[src/rtl/dual_grant_arb_pkg.sv]
// Shared types and default sizing for the two-slot round-robin arbiter.
package dual_grant_arb_pkg;

    typedef enum logic {
        IDLE = 1'b0,
        BUSY = 1'b1
    } slot_state_e;

    localparam int unsigned DEF_N        = 12;
    localparam int unsigned DEF_MAX_HOLD = 16;

endpackage

[src/rtl/dual_grant_arbiter_rr_dual_pick.sv]
// Combinational rotated search: first and second set bits of elig_i starting at ptr_i.
module rr_dual_pick
    import dual_grant_arb_pkg::*;
#(
    parameter int unsigned N = DEF_N
) (
    input  logic [N-1:0]         elig_i,
    input  logic [$clog2(N)-1:0] ptr_i,
    output logic [$clog2(N)-1:0] first_idx_o,
    output logic                 first_vld_o,
    output logic [$clog2(N)-1:0] second_idx_o,
    output logic                 second_vld_o
);

    localparam int unsigned IW = $clog2(N);

    always_comb begin
        first_idx_o  = '0;
        first_vld_o  = 1'b0;
        second_idx_o = '0;
        second_vld_o = 1'b0;
        for (int unsigned i = 0; i < N; i++) begin
            int unsigned k;
            // ptr_i < N, so one conditional subtract implements the wrap
            k = 32'(ptr_i) + i;
            if (k >= N) k = k - N;
            if (elig_i[IW'(k)]) begin
                if (!first_vld_o) begin
                    first_idx_o = IW'(k);
                    first_vld_o = 1'b1;
                end else if (!second_vld_o) begin
                    second_idx_o = IW'(k);
                    second_vld_o = 1'b1;
                end
            end
        end
    end

endmodule

[src/rtl/dual_grant_arbiter.sv]
// Two-slot round-robin arbiter: each slot holds one requester until done or hold timeout.
module dual_grant_arbiter
    import dual_grant_arb_pkg::*;
#(
    parameter int unsigned N        = DEF_N,
    parameter int unsigned MAX_HOLD = DEF_MAX_HOLD
) (
    input  logic                 clk,
    input  logic                 rst_n,
    input  logic [N-1:0]         req_i,
    input  logic [1:0]           done_i,
    output logic [N-1:0]         gnt_o,
    output logic [1:0]           slot_valid_o,
    output logic [$clog2(N)-1:0] slot0_idx_o,
    output logic [$clog2(N)-1:0] slot1_idx_o,
    output logic [1:0]           timeout_o
);

    localparam int unsigned IW = $clog2(N);
    localparam int unsigned CW = $clog2(MAX_HOLD);

    slot_state_e   state_q [2];
    slot_state_e   state_d [2];
    logic [IW-1:0] idx_q   [2];
    logic [IW-1:0] idx_d   [2];
    logic [CW-1:0] cnt_q   [2];
    logic [CW-1:0] cnt_d   [2];
    logic [1:0]    to_q, to_d;
    logic [IW-1:0] ptr_q, ptr_d;
    logic [N-1:0]  gnt_q, gnt_d;

    logic [N-1:0]  held;
    logic [N-1:0]  elig;
    logic [IW-1:0] first_idx, second_idx;
    logic          first_vld, second_vld;

    function automatic logic [IW-1:0] next_ptr(input logic [IW-1:0] i);
        return (i == IW'(N - 1)) ? '0 : i + 1'b1;
    endfunction

    always_comb begin
        held = '0;
        for (int unsigned s = 0; s < 2; s++)
            if (state_q[s] == BUSY) held[idx_q[s]] = 1'b1;
        elig = req_i & ~held;
    end

    rr_dual_pick #(.N(N)) u_pick (
        .elig_i       (elig),
        .ptr_i        (ptr_q),
        .first_idx_o  (first_idx),
        .first_vld_o  (first_vld),
        .second_idx_o (second_idx),
        .second_vld_o (second_vld)
    );

    always_comb begin
        state_d = state_q;
        idx_d   = idx_q;
        cnt_d   = cnt_q;
        to_d    = '0;
        ptr_d   = ptr_q;
        gnt_d   = '0;

        for (int unsigned s = 0; s < 2; s++) begin
            if (state_q[s] == BUSY) begin
                if (done_i[s]) begin
                    state_d[s] = IDLE;
                end else if (cnt_q[s] == CW'(MAX_HOLD - 1)) begin
                    state_d[s] = IDLE;
                    to_d[s]    = 1'b1;
                end else begin
                    cnt_d[s] = cnt_q[s] + 1'b1;
                end
            end
        end

        // Grants depend on the pre-edge state, so a slot released this edge stays IDLE one cycle
        if (state_q[0] == IDLE && state_q[1] == IDLE) begin
            if (first_vld) begin
                state_d[0] = BUSY;
                idx_d[0]   = first_idx;
                cnt_d[0]   = '0;
                ptr_d      = next_ptr(first_idx);
            end
            if (second_vld) begin
                state_d[1] = BUSY;
                idx_d[1]   = second_idx;
                cnt_d[1]   = '0;
                ptr_d      = next_ptr(second_idx);
            end
        end else if (state_q[0] == IDLE && first_vld) begin
            state_d[0] = BUSY;
            idx_d[0]   = first_idx;
            cnt_d[0]   = '0;
            ptr_d      = next_ptr(first_idx);
        end else if (state_q[1] == IDLE && first_vld) begin
            state_d[1] = BUSY;
            idx_d[1]   = first_idx;
            cnt_d[1]   = '0;
            ptr_d      = next_ptr(first_idx);
        end

        for (int unsigned s = 0; s < 2; s++)
            if (state_d[s] == BUSY) gnt_d[idx_d[s]] = 1'b1;
    end

    always_ff @(posedge clk or negedge rst_n) begin
        if (!rst_n) begin
            for (int unsigned s = 0; s < 2; s++) begin
                state_q[s] <= IDLE;
                idx_q[s]   <= '0;
                cnt_q[s]   <= '0;
            end
            to_q  <= '0;
            ptr_q <= '0;
            gnt_q <= '0;
        end else begin
            for (int unsigned s = 0; s < 2; s++) begin
                state_q[s] <= state_d[s];
                idx_q[s]   <= idx_d[s];
                cnt_q[s]   <= cnt_d[s];
            end
            to_q  <= to_d;
            ptr_q <= ptr_d;
            gnt_q <= gnt_d;
        end
    end

    assign gnt_o        = gnt_q;
    assign slot_valid_o = {state_q[1] == BUSY, state_q[0] == BUSY};
    assign slot0_idx_o  = idx_q[0];
    assign slot1_idx_o  = idx_q[1];
    assign timeout_o    = to_q;

endmodule
[config.mk]
export PLATFORM = sky130hd
export DESIGN_NAME = dual_grant_arbiter
export DESIGN_NICKNAME = d
export VERILOG_FILES = /design/src/rtl/dual_grant_arb_pkg.sv /design/src/rtl/dual_grant_arbiter_rr_dual_pick.sv /design/src/rtl/dual_grant_arbiter.sv
export SDC_FILE = /design/constraint.sdc
export NUM_CORES = 1
export LEC_CHECK = 0
export ABC_AREA = 1
export ABC_CLOCK_PERIOD_IN_PS = 8109
export CORE_MARGIN = 2
export CORE_UTILIZATION = 60
export DETAILED_ROUTE_END_ITERATION = 6
export GPL_TIMING_DRIVEN = 0
export PLACE_DENSITY = 0.85
export SETUP_SLACK_MARGIN = 0.02
export SLEW_MARGIN = 20
export SYNTH_ARGS = -nofsm -noshare
export SYNTH_HDL_FRONTEND = slang
export SYNTH_HIERARCHICAL = 1
export SYNTH_SLANG_ARGS = --single-unit
[constraint.sdc]
create_clock -name clk -period 8.11 [get_ports clk]
set_clock_uncertainty 0.05 [all_clocks]
set_input_delay 0.811 -clock clk [delete_from_list [all_inputs] [get_ports clk]]
set_output_delay 0.811 -clock clk [all_outputs]
set_load 0.01 [all_outputs]
==> summary.json <==
{
  "post-dp-hpwl_um": 11700,
  "finish.instance_area_sq_um": 5970,
  "r2r_cells": 33,
  "rr_endpoint": "gnt_o[5]",
  "ys_warn_count": 6,
  "ant_nets": 0,
  "worst-slew-pin-transition_ns": 0.544,
  "clock_tree_buf_depth": 2,
  "grt_pass1_vias": 5548,
  "cp.arrival_ns": 5.12,
  "cts_max_level": 2,
  "drt_iter0_markers": 326,
  "synth_top_family_by_area": "simple AND/OR/NAND/NOR gates",
  "synth_fp_nets": 922,
  "placed_cell_area_sq_um": 5860,
  "initial_utilization": 0.613,
  "final-setup-viol-count": 0,
  "max_slew_violation_count": 0,
  "cts.hold.buffers_added": 0,
  "timing.critical_path.fanout_max": 14,
  "grt_start_max_net_pins": 25,
  "clock-root-buffer": "sky130_fd_sc_hd__clkbuf_8",
  "num_antenna_cells": 0,
  "std_cell_rows": 34,
  "rrSetupSlack_ns": 3.17,
  "critPathKind": "reg2reg",
  "cts-buffers-inserted": 5,
  "post_cts_resize_count": 0,
  "dieWidth_um": 98.2,
  "floorplan.io_pins": 40,
  "grt_util_all_layers": 0.316,
  "finalWeightedCongestion": 0.974,
  "dieArea_sq_um": 9640,
  "worst_setup_end_kind": "flip-flop",
  "cts.sinks": 36,
  "max_cap_viol_count": 0,
  "finalWirelength_um": 14700,
  "clock_insertion_delay_worst_skew_ns": 0.29,
  "post_synth_inst_count": 877,
  "vias": 5784,
  "layout_common_cells": "sky130_fd_sc_hd__nand2_1, sky130_fd_sc_hd__inv_1, sky130_fd_sc_hd__nand3_1",
  "path_type_of_the_worst_min_delay_path": "in2async",
  "timing.final.hold_violations": 0,
  "post-route-period-util": 0.609,
  "flow.area_growth_from_synthesis_pct": 12.2,
  "layout-drive-gt1-share": 0.142,
  "critical-path-max-stage-delay_ns": 0.49,
  "cell_type_of_the_slowest_stage_on_the_worst_timing_path": "sky130_fd_sc_hd__dfrtp_1",
  "clkTransAtPathRegs_ns": 0.08,
  "floorplan.core_area_sq_um": 8680,
  "total_standard_cell_area_after_synthesis_sq_um": 5320,
  "synth-xor-area-share": 0.0198,
  "min_period_ns": 4.94,
  "finalCoreUtilization": 0.688,
  "crit_path_start": "ptr_q[1]",
  "crit_path_frequent_cell": "sky130_fd_sc_hd__nand2_1",
  "synth.yosys.seq_area_share": 0.169,
  "max_freq_mhz": 202,
  "worst_setup_path_endpoint": "gnt_o[5]",
  "worst_reg2reg_path_startpoint": "ptr_q[1]",
  "area_share_of_and_or_nand_nor_cells_after_synthesis": 0.473,
  "synth.area.mux_share": 0,
  "numPortBuffers": 39,
  "yosys.area_share.adder": 0.0682,
  "worst_setup_path_start_kind": "flip-flop",
  "drt_pre_antenna_iters": 7,
  "yosys_register_bits": 36,
  "postCtsSetupBuffers": 0,
  "timing.max_slew.rel_slack": 0.637,
  "wl_per_instance_um": 14.3,
  "grt_pass1_wl_um": 25300,
  "global_route.overflow_total": 0,
  "tritoncts": "built",
  "tns_ns": 0,
  "antenna_found_initial": 0,
  "synth_compound_area_frac": 0.161,
  "final_common_cell": "sky130_fd_sc_hd__nand2_1",
  "post-route-drc-count": 0,
  "grt_setup_unrepaired": "false",
  "synthDistinctLibCells": 51,
  "layout.nets": 969,
  "outcome": "completed",
  "via_per_inst": 5.60,
  "die_y_um": 98.2,
  "avgSynthCellArea_sq_um": 6.07,
  "critPathRequiredTime_ns": 8.30
}
-- layout make-up --
type | count | area (sq um)
well taps | 108 | 135
fillers | 783 | 2710
flip-flops and latches | 36 | 901
inverters | 123 | 465
repair buffers | 40 | 405
clock inverters | 2 | 35.0
plain buffers | 15 | 116
multi-input cells | 703 | 3840
clock buffers | 6 | 72.6
-- kinds of logic after synthesis --
logic type      count (synthesis)
simple gates                  520
compound gates                142
buf+inv                       138
flops                          36
fa+ha+maj                      29
xor+xnor                       12
-- how the worst min path moves through the flow --
stage              from       end  slack, ns  cells past startpoint
3_5_place_dp   cnt_q[4]  cnt_q[4]       0.44                      1
2_1_floorplan  cnt_q[0]  cnt_q[0]       0.41                      1
4_1_cts           rst_n  gnt_o[3]       0.35                      1
5_1_grt           rst_n  gnt_o[8]       0.36                      1
3_3_place_gp   cnt_q[4]  cnt_q[4]       0.44                      1
6_report          rst_n  gnt_o[3]       0.34                      1
-- metal layers --
metal | up-vias | wire (um) | track usage
li1 | 2920 | - | -
met1 | 2572 | 6220 | 0.400
met2 | 240 | 6920 | 0.537
met3 | 52 | 962 | 0.0329
met4 | 0 | 633 | 0.158
met5 | - | 0 | 0
-- Yosys cell counts, drive strengths merged --
master,n,area share
ha,29,0.068
a211o,1,0.0016
clkbuf,1,0.00070
nand4,8,0.011
nand2,321,0.27
a21oi,34,0.034
clkinv,4,0.0031
a31oi,4,0.0047
or2,5,0.0059
xnor2,4,0.0066
a32oi,1,0.0016
o21a,2,0.0028
o31ai,1,0.0014
nand3,84,0.093
o221a,5,0.011
nor3,11,0.010
nand3b,2,0.0028
nor2,87,0.082
o21bai,8,0.013
xor2,8,0.013
a22oi,1,0.0014
a221o,1,0.0019
buf,14,0.021
o211ai,6,0.0094
and2,2,0.0024
o22ai,3,0.0035
o21ai,75,0.074
inv,119,0.084
dfrtp,36,0.17
-- worst max-delay path: cells and delay by family, from the launching register on --
| kind | cells | cell delay [ns] |
|---|---|---|
| AO/OA/AOI/OAI | 3 | 0.68 |
| adder cells (fa/ha/maj) | 2 | 0.33 |
| buffers and inverters | 6 | 0.70 |
| flip-flops | 1 | 0.49 |
| AND/OR/NAND/NOR | 22 | 2.65 |
-- state kept, by name, summed over array words and instances (netlist names) --
register      count
cnt_q             8
slot1_idx_o       4
slot_valid_o      2
slot0_idx_o       4
gnt_o            12
timeout_o         2
ptr_q             4
-- stage by stage --
step	setup WS, ns	hold WS, ns	instances
after CTS	3.24	0.346	1033
after detailed placement	3.28	0.439	1025
after floorplan	4.07	0.410	877
after global placement	3.38	0.436	1024
final	3.17	0.342	1033
after global routing	2.58	0.362	1033
Power is left out: the tool's default activity adds up to more than one toggle a clock period on the data nets, which glitch-free logic cannot reach.
